## src/rtl/hazard_ctrl.sv

```systemverilog
// Hazard control for a five-stage pipeline with a multi-cycle multiply/divide
// unit. It detects RAW hazards on the D-stage sources from the Tuse/Tnew
// timing, tracks multiply/divide occupancy and requests a pipeline stall.
// It also counts stall cycles, saturating at the all-ones value.
module hazard_ctrl #(
  parameter int unsigned MULT_CYC = 5,
  parameter int unsigned DIV_CYC  = 10
) (
  input  logic        clk,
  input  logic        reset,
  input  logic [4:0]  D_rs,
  input  logic [4:0]  D_rt,
  input  logic [1:0]  D_Tuse_rs,
  input  logic [1:0]  D_Tuse_rt,
  input  logic [4:0]  E_A3,
  input  logic [4:0]  M_A3,
  input  logic [1:0]  E_Tnew,
  input  logic [1:0]  M_Tnew,
  input  logic [1:0]  E_md_start,
  input  logic        D_md_use,
  output logic        stall,
  output logic        PC_en,
  output logic        D_en,
  output logic        E_clr,
  output logic        md_busy,
  output logic [31:0] stall_cnt
);

  typedef enum logic [1:0] {
    MD_NONE = 2'b00,
    MD_MULT = 2'b01,
    MD_DIV  = 2'b10,
    MD_RSVD = 2'b11
  } md_op_e;

  localparam logic [3:0] MULT_LOAD = 4'(MULT_CYC);
  localparam logic [3:0] DIV_LOAD  = 4'(DIV_CYC);
  localparam logic [1:0] TUSE_NONE = 2'd3;

  logic [3:0] md_cnt;
  logic       md_start_valid;
  logic [3:0] md_load;
  logic       stall_rs;
  logic       stall_rt;
  logic       stall_md;

  // A source stalls when a pending producer in E or M will deliver its value
  // later than the instruction in D needs it. Register 0 never creates a
  // dependency, and a Tuse of 3 marks the operand as unused.
  function automatic logic src_hazard(input logic [4:0] src,
                                      input logic [1:0] tuse,
                                      input logic [4:0] e_a3,
                                      input logic [1:0] e_tnew,
                                      input logic [4:0] m_a3,
                                      input logic [1:0] m_tnew);
    logic e_hit;
    logic m_hit;
    e_hit = (src == e_a3) && (e_tnew > tuse);
    m_hit = (src == m_a3) && (m_tnew > tuse);
    return (src != 5'd0) && (tuse != TUSE_NONE) && (e_hit || m_hit);
  endfunction

  // Decode a start request; a start is accepted only when the unit is idle,
  // and the reserved encoding is treated as no operation.
  always_comb begin
    md_start_valid = 1'b0;
    md_load        = 4'd0;
    if (md_cnt == 4'd0) begin
      unique case (md_op_e'(E_md_start))
        MD_MULT: begin
          md_start_valid = 1'b1;
          md_load        = MULT_LOAD;
        end
        MD_DIV: begin
          md_start_valid = 1'b1;
          md_load        = DIV_LOAD;
        end
        MD_NONE, MD_RSVD: begin
          md_start_valid = 1'b0;
          md_load        = 4'd0;
        end
      endcase
    end
  end

  // Combine the data hazards and the multiply/divide structural hazard into
  // the stall request and the pipeline enables, all in the same cycle.
  always_comb begin
    stall_rs = src_hazard(D_rs, D_Tuse_rs, E_A3, E_Tnew, M_A3, M_Tnew);
    stall_rt = src_hazard(D_rt, D_Tuse_rt, E_A3, E_Tnew, M_A3, M_Tnew);
    md_busy  = (md_cnt != 4'd0) || md_start_valid;
    stall_md = D_md_use && md_busy;
    stall    = stall_rs || stall_rt || stall_md;
    PC_en    = ~stall;
    D_en     = ~stall;
    E_clr    = stall;
  end

  // Multiply/divide occupancy counter: load on an accepted start, then count
  // down to zero and hold there.
  // NOTE: all state is cleared by the asynchronous reset and updated with
  // non-blocking assignments so every register samples pre-edge values.
  always_ff @(posedge clk or negedge reset) begin
    if (!reset) begin
      md_cnt <= 4'd0;
    end else if (md_start_valid) begin
      md_cnt <= md_load;
    end else if (md_cnt != 4'd0) begin
      md_cnt <= md_cnt - 4'd1;
    end
  end

  // Stall-cycle counter, saturating instead of wrapping.
  always_ff @(posedge clk or negedge reset) begin
    if (!reset) begin
      stall_cnt <= 32'd0;
    end else if (stall && (stall_cnt != 32'hFFFF_FFFF)) begin
      stall_cnt <= stall_cnt + 32'd1;
    end
  end

endmodule
```

## config.mk

```make
export PLATFORM = sky130hd
export DESIGN_NAME = hazard_ctrl
export DESIGN_NICKNAME = d
export VERILOG_FILES = /design/src/rtl/hazard_ctrl.sv
export SDC_FILE = /design/constraint.sdc
export NUM_CORES = 1
export LEC_CHECK = 0
export ABC_AREA = 1
export BUFFER_PORTS_ARGS = -buffer_cell sky130_fd_sc_hd__buf_2
export CORE_MARGIN = 5
export CORE_UTILIZATION = 55
export CTS_CLUSTER_DIAMETER = 50
export DETAILED_ROUTE_END_ITERATION = 8
export PLACE_DENSITY = 0.81
export SETUP_SLACK_MARGIN = 0.02
export SLEW_MARGIN = 20
export SYNTH_ARGS = -nofsm -noshare
export SYNTH_HDL_FRONTEND = slang
export SYNTH_SLANG_ARGS = --single-unit
```

## constraint.sdc

```tcl
create_clock -name clk -period 2.15 [get_ports clk]
set_input_delay 0.215 -clock clk [delete_from_list [all_inputs] [get_ports clk]]
set_output_delay 0.215 -clock clk [all_outputs]
set_load 0.005 [all_outputs]
```

==> results of run 1 <==
-- metrics by stage --
step / area (µm²) / setup slack, ns / instances
6_report: 3620 / 0.159 / 627
5_1_grt: 3620 / 0.0182 / 627
4_1_cts: 3590 / 0.0453 / 625
3_5_place_dp: 3470 / 0.125 / 616
3_3_place_gp: 3470 / 0.238 / 616
2_1_floorplan: 3070 / 0.351 / 480
-- area by class of cell --
class	count	area, µm²
Multi-Input combinational cell	366	1860
Fill cell	513	1850
Sequential cell	36	901
Timing Repair Buffer	78	413
Inverter	67	251
Tap cell	72	90.1
Clock buffer	5	68.8
Clock inverter	3	42.5
-- report_power, final --
group | leakage (nW) | total, mW | internal (mW) | switching, mW
combinational | 1.51 | 0.689 | 0.288 | 0.401
clock | 0.0541 | 0.598 | 0.343 | 0.255
sequential | 0.488 | 0.870 | 0.766 | 0.104
total | 2.05 | 2.16 | 1.40 | 0.760
-- flip-flops by register name, summed over array words and instances, names as in the netlist --
register	cells
stall_cnt	32
md_cnt	4
-- per-layer routing --
layer	global-route usage [%]	part of all wire, %
met3	3.73	5.7
met1	29.0	45
met2	38.6	47
met4	6.91	2.0
met5	0	0
-- cells in the final DEF, fill, tap and decap left out --
cell / Yosys / routed
nor3_4: 1 / 1
buf_4: 5 / 9
clkbuf_8: 0 / 5
nor2_1: 52 / 51
o211ai_1: 2 / 2
nand2_2: 0 / 1
nand4_1: 8 / 8
nand2_4: 2 / 1
nand2_1: 177 / 176
a21oi_1: 3 / 3
and3_1: 1 / 1
inv_2: 1 / 5
buf_2: 3 / 69
nor2_2: 1 / 2
clkinvlp_4: 0 / 1
bufinv_16: 0 / 1
nand3_1: 53 / 53
nand3_4: 1 / 2
nor3_1: 10 / 10
inv_1: 66 / 62
xor2_1: 21 / 21
nor3_2: 1 / 1
o21ai_0: 7 / 7
nor2_4: 2 / 2
nand3_2: 2 / 1
dfrtp_1: 36 / 36
ha_1: 13 / 13
clkinv_2: 0 / 1
xnor2_1: 8 / 8
nand3b_1: 1 / 1
nand2_8: 0 / 1
-- cell families (layout without fill, tap and decap cells) --
group	count (synthesis)	after routing	synth area share (%)
AND/OR/NAND/NOR	312	312	44.0
buffers and inverters	78	153	11.0
flip-flops	36	36	29.3
XOR/XNOR	29	29	8.26
adder cells (fa/ha/maj)	13	13	5.29
AO/OA/AOI/OAI	12	12	2.12
-- path summary, 6_finish.rpt --
check,cells after the start,end,slack [ns],startpoint
min reg2reg,2,stall_cnt[18]$_DFFE_PN0P_,0.53,stall_cnt[18]$_DFFE_PN0P_
max in group asynchronous,1,stall_cnt[25]$_DFFE_PN0P_,1.67,reset
max,11,D_en,0.16,md_cnt[0]$_DFFE_PN0N_
min,1,stall_cnt[2]$_DFFE_PN0P_,-0.01,reset
min in group clk,4,md_cnt[3]$_DFFE_PN0N_,0.30,E_md_start[1]
max reg2reg,13,stall_cnt[8]$_DFFE_PN0P_,0.17,md_cnt[0]$_DFFE_PN0N_
-- worst max-delay path, stage by stage, from the launching register on --
cell,delay [ns]
dfrtp_1,0.39
inv_2,0.08
ha_1,0.15
nand2_1,0.08
nor2_2,0.16
inv_1,0.08
nor2_2,0.12
inv_2,0.06
nand2_2,0.09
nand3_4,0.10
inv_2,0.07
buf_2,0.10
-- timing repair --
action | CTS | global route
pin swaps | 1 | 1
setup endpoints to repair | 4 | 36
buffers inserted | 1 | 2
resized for setup | 1 | 7
hold buffers | 0 | 0
==> metrics.txt, run 1 <==
status finished, violations left; failing checks negative hold slack; Hold Path Class input pin to asynchronous set/reset pin; final net count 600; Pleak 2.05 nW; average size of a mapped cell 6.40 µm²; final antenna-violating net count 0; setup violators final 0; FMAX 0.502 GHz; peak supply drop 0.497 mV; largest net degree at the start of global routing 37; Final period util 92.6%; Post-synth EDFFs 0; initial antenna violation count 0; ranking of synthesized cells by area dfrtp_1, nand2_1, nand3_1; core region area 0.00547 mm²; first-pass GRT wire length 13.5 mm; via count 3175; clk_skew 0.00670 ns; endpoint class of the critical path output port; total gr overflow 0; CTS tree built; routed vias/inst 5.06; clk slew on worst S/H paths 0.08 ns; clock sinks 36; row count 27; Seq cells post-synth 36; Tot Pwr 2.16 mW; Placer Congestion 0.952; number of global-route vias before repair 3084; Syn Inst Count 480; CTS Buf Count 5; Crit Path Class register to output port; Rel. slew slack 48.5%; critical path arrival 1.78 ns; Yosys top cell by area dfrtp_1; Cell variety after synth 26; WL/cell 12.4 µm; Yosys top cell area share 29.3%; Tmin final 1.99 ns; pwr dens 595 mW/mm²; TNS Setup 0 ns; most common cell in the netlist nand2_1; top cells by count, synth nand2_1, inv_1, nand3_1; Worst Path Max Fanout 5; # diodes 0; Slew @ Worst Pin 0.773 ns; syn_nets 526; sequential fraction of the synthesis area 29.3%; die area 0.00718 mm²; Critical Path Start Type register; port buffer count 69; hpwl dp 6.16 mm; area of the mapped netlist 0.00307 mm²; ys flop type dfrtp_1; area grow syn2layout 17.9%; initial cell density of the core 56.2%; io pins 70; hold violation count in the final report 18; # DRC 0; htree depth 2; FFs w/ async S/R, synth 100%; max cap viols 0; First DRT Iteration DRCs 195; worst-skew pair later-pin latency 0.30 ns; die height 84.8 µm; fin util 66.2%; Slew Limit Fails 0; TritonRoute pass-1 iters 5; Req. time, crit path 1.93 ns; RSZ-0062 raised after global routing no; root buf cell clkbuf_8; Die X 84.8 µm; final wirelength 7.80 mm; Yosys Warn Count 0; global-route usage over all layers 22.5%; clock buffer depth 2; layout cell share with drive strength beyond 1 18.6%; worst hold margin -0.0129 ns
Note: power is estimated with default switching activity, not from simulation.
==> run 2, diff against run 1 <==
- PLACE_DENSITY: 0.81 -> not set
- PLACE_DENSITY_LB_ADDON: not set -> 0.25
==> run 2 against run 1 <==
  * The run now ends clean
  * Largest cell class unchanged
  * Clock-buffer cell count up 3
  * Wire length increased by 0.99%
  * Clock skew down 0.0011 ns
  * Via count increased by 1.5%
  * Total power down 4.6%
==> metrics.txt, run 2 (synthesis results as in run 1) <==
peak supply drop 0.370 mV; final net count 600; Net Switching 0.738 mW; WL/cell 12.6 µm; first-pass GRT wire length 13.9 mm; via count 3224; largest net degree at the start of global routing 37; area grow syn2layout 17.5%; Rel. slew slack 45.7%; top flop regs stall_cnt (32), md_cnt (4); # diodes 0; Final Instance Area 0.00361 mm²; Reg with most FFs stall_cnt; max reg flops 32; Placer Congestion 0.957; clk_skew 0.00564 ns; total gr overflow 0; critical path arrival 1.78 ns; Final period util 92.8%; core region area 0.00547 mm²; final wirelength 7.87 mm; register area 901 µm²; CTS Buf Count 5; fin util 66.0%; layout cell share with drive strength beyond 1 18.6%; die height 84.8 µm; commonest non-fill, non-tap cell in the layout nand2_1; Switching Fraction 35.9%; setup violators final 0; clk slew on worst S/H paths 0.07 ns; Fill cells 530; worst hold margin 0.0166 ns; port buffer count 69; routed vias/inst 5.14; placement-stage cell area 0.00346 mm²; worst-skew pair later-pin latency 0.29 ns; row count 27; TritonRoute pass-1 iters 7; Slew @ Worst Pin 0.814 ns; clock buffer depth 2; footprint of the multi-input gates 0.00186 mm²; # DRC 0; Slew Limit Fails 0; power share of the sequential group 42.3%; clock share of power 24.7%; clock sinks 36; Comb power frac 32.9%; max cap viols 0; hold violation count in the final report 0; CTS tree built; TNS Setup 0 ns; htree depth 2; io pins 70; global-route usage over all layers 23.3%; final antenna-violating net count 0; Hold Path Class input pin to asynchronous set/reset pin; Pleak 2.04 nW; Tmin final 1.99 ns; Int Power 1.32 mW; die area 0.00718 mm²; hold buffer count at cts 0; initial cell density of the core 56.2%; initial antenna violation count 0; endpoint class of the critical path output port; number of global-route vias before repair 3075; Req. time, crit path 1.93 ns; Critical Path Start Type register; hpwl dp 6.30 mm; RSZ-0062 raised after global routing no; Crit Path Class register to output port; root buf cell clkbuf_8; Worst Path Max Fanout 7; pwr dens 569 mW/mm²; FMAX 0.501 GHz; status finished, final reports clean; most frequent cells in the layout nand2_1, buf_2, inv_1; First DRT Iteration DRCs 195; Die X 84.8 µm
[run 2: worst paths after layout]
check | startpoint | depth (start not counted) | slack (ns) | to
worst max-delay path | md_cnt[0]$_DFFE_PN0N_ | 11 | 0.16 | PC_en
worst min-delay path | reset | 1 | 0.02 | stall_cnt[3]$_DFFE_PN0P_
worst max register to register | md_cnt[0]$_DFFE_PN0N_ | 13 | 0.22 | stall_cnt[13]$_DFFE_PN0P_
worst min register to register | stall_cnt[18]$_DFFE_PN0P_ | 2 | 0.54 | stall_cnt[18]$_DFFE_PN0P_
max in group asynchronous | reset | 1 | 1.63 | stall_cnt[14]$_DFFE_PN0P_
min in group clk | E_md_start[1] | 4 | 0.32 | md_cnt[3]$_DFFE_PN0N_
[run 2: layout make-up]
cell class / instances / area share (%)
flip-flops and latches: 36 / 24.9
inverters: 67 / 6.96
multi-input cells: 366 / 51.4
clock buffers: 8 / 2.49
well taps: 72 / 2.49
repair buffers: 78 / 11.8
[run 2: worst max-delay path, cell delays in order, from the launching register on]
cell	delay, ns
dfrtp_1	0.41
inv_2	0.08
ha_1	0.15
nand2_2	0.07
nor2_4	0.13
inv_2	0.05
nor2_2	0.15
inv_2	0.07
nand2_2	0.08
nand3_4	0.12
inv_2	0.08
buf_2	0.11
[run 2: per-stage QoR]
stage,total power [mW],std cells,setup slack [ns]
after floorplan,1.30,480,0.351
after global placement,1.48,615,0.243
after detailed placement,1.50,615,0.188
after CTS,2.01,623,0.0618
after global routing,2.21,627,0.0267
final,2.06,627,0.156
[run 2: routing by layer]
| metal | part of all wire, % | up-vias | GRT usage, % |
|---|---|---|---|
| met5 | 0 | - | 0 |
| met4 | 0.84 | 0 | 2.88 |
| met3 | 6.0 | 10 | 4.42 |
| met2 | 45 | 104 | 39.1 |
| met1 | 48 | 1471 | 32.1 |
| li1 | - | 1639 | - |
[run 2: power groups by stage]
stage | Combinational, mW | Sequential (mW) | Clock (mW)
6_report | 0.677 | 0.871 | 0.509
5_1_grt | 0.780 | 0.884 | 0.544
4_1_cts | 0.631 | 0.863 | 0.512
3_5_place_dp | 0.622 | 0.875 | 0
3_3_place_gp | 0.611 | 0.870 | 0
2_1_floorplan | 0.442 | 0.861 | 0
[run 2: repair_timing]
item,4_1_cts,5_1_grt
setup buffers,0,4
gates resized for setup,2,8
pin swaps,0,3
gates cloned,0,0
setup endpoints to repair,4,11
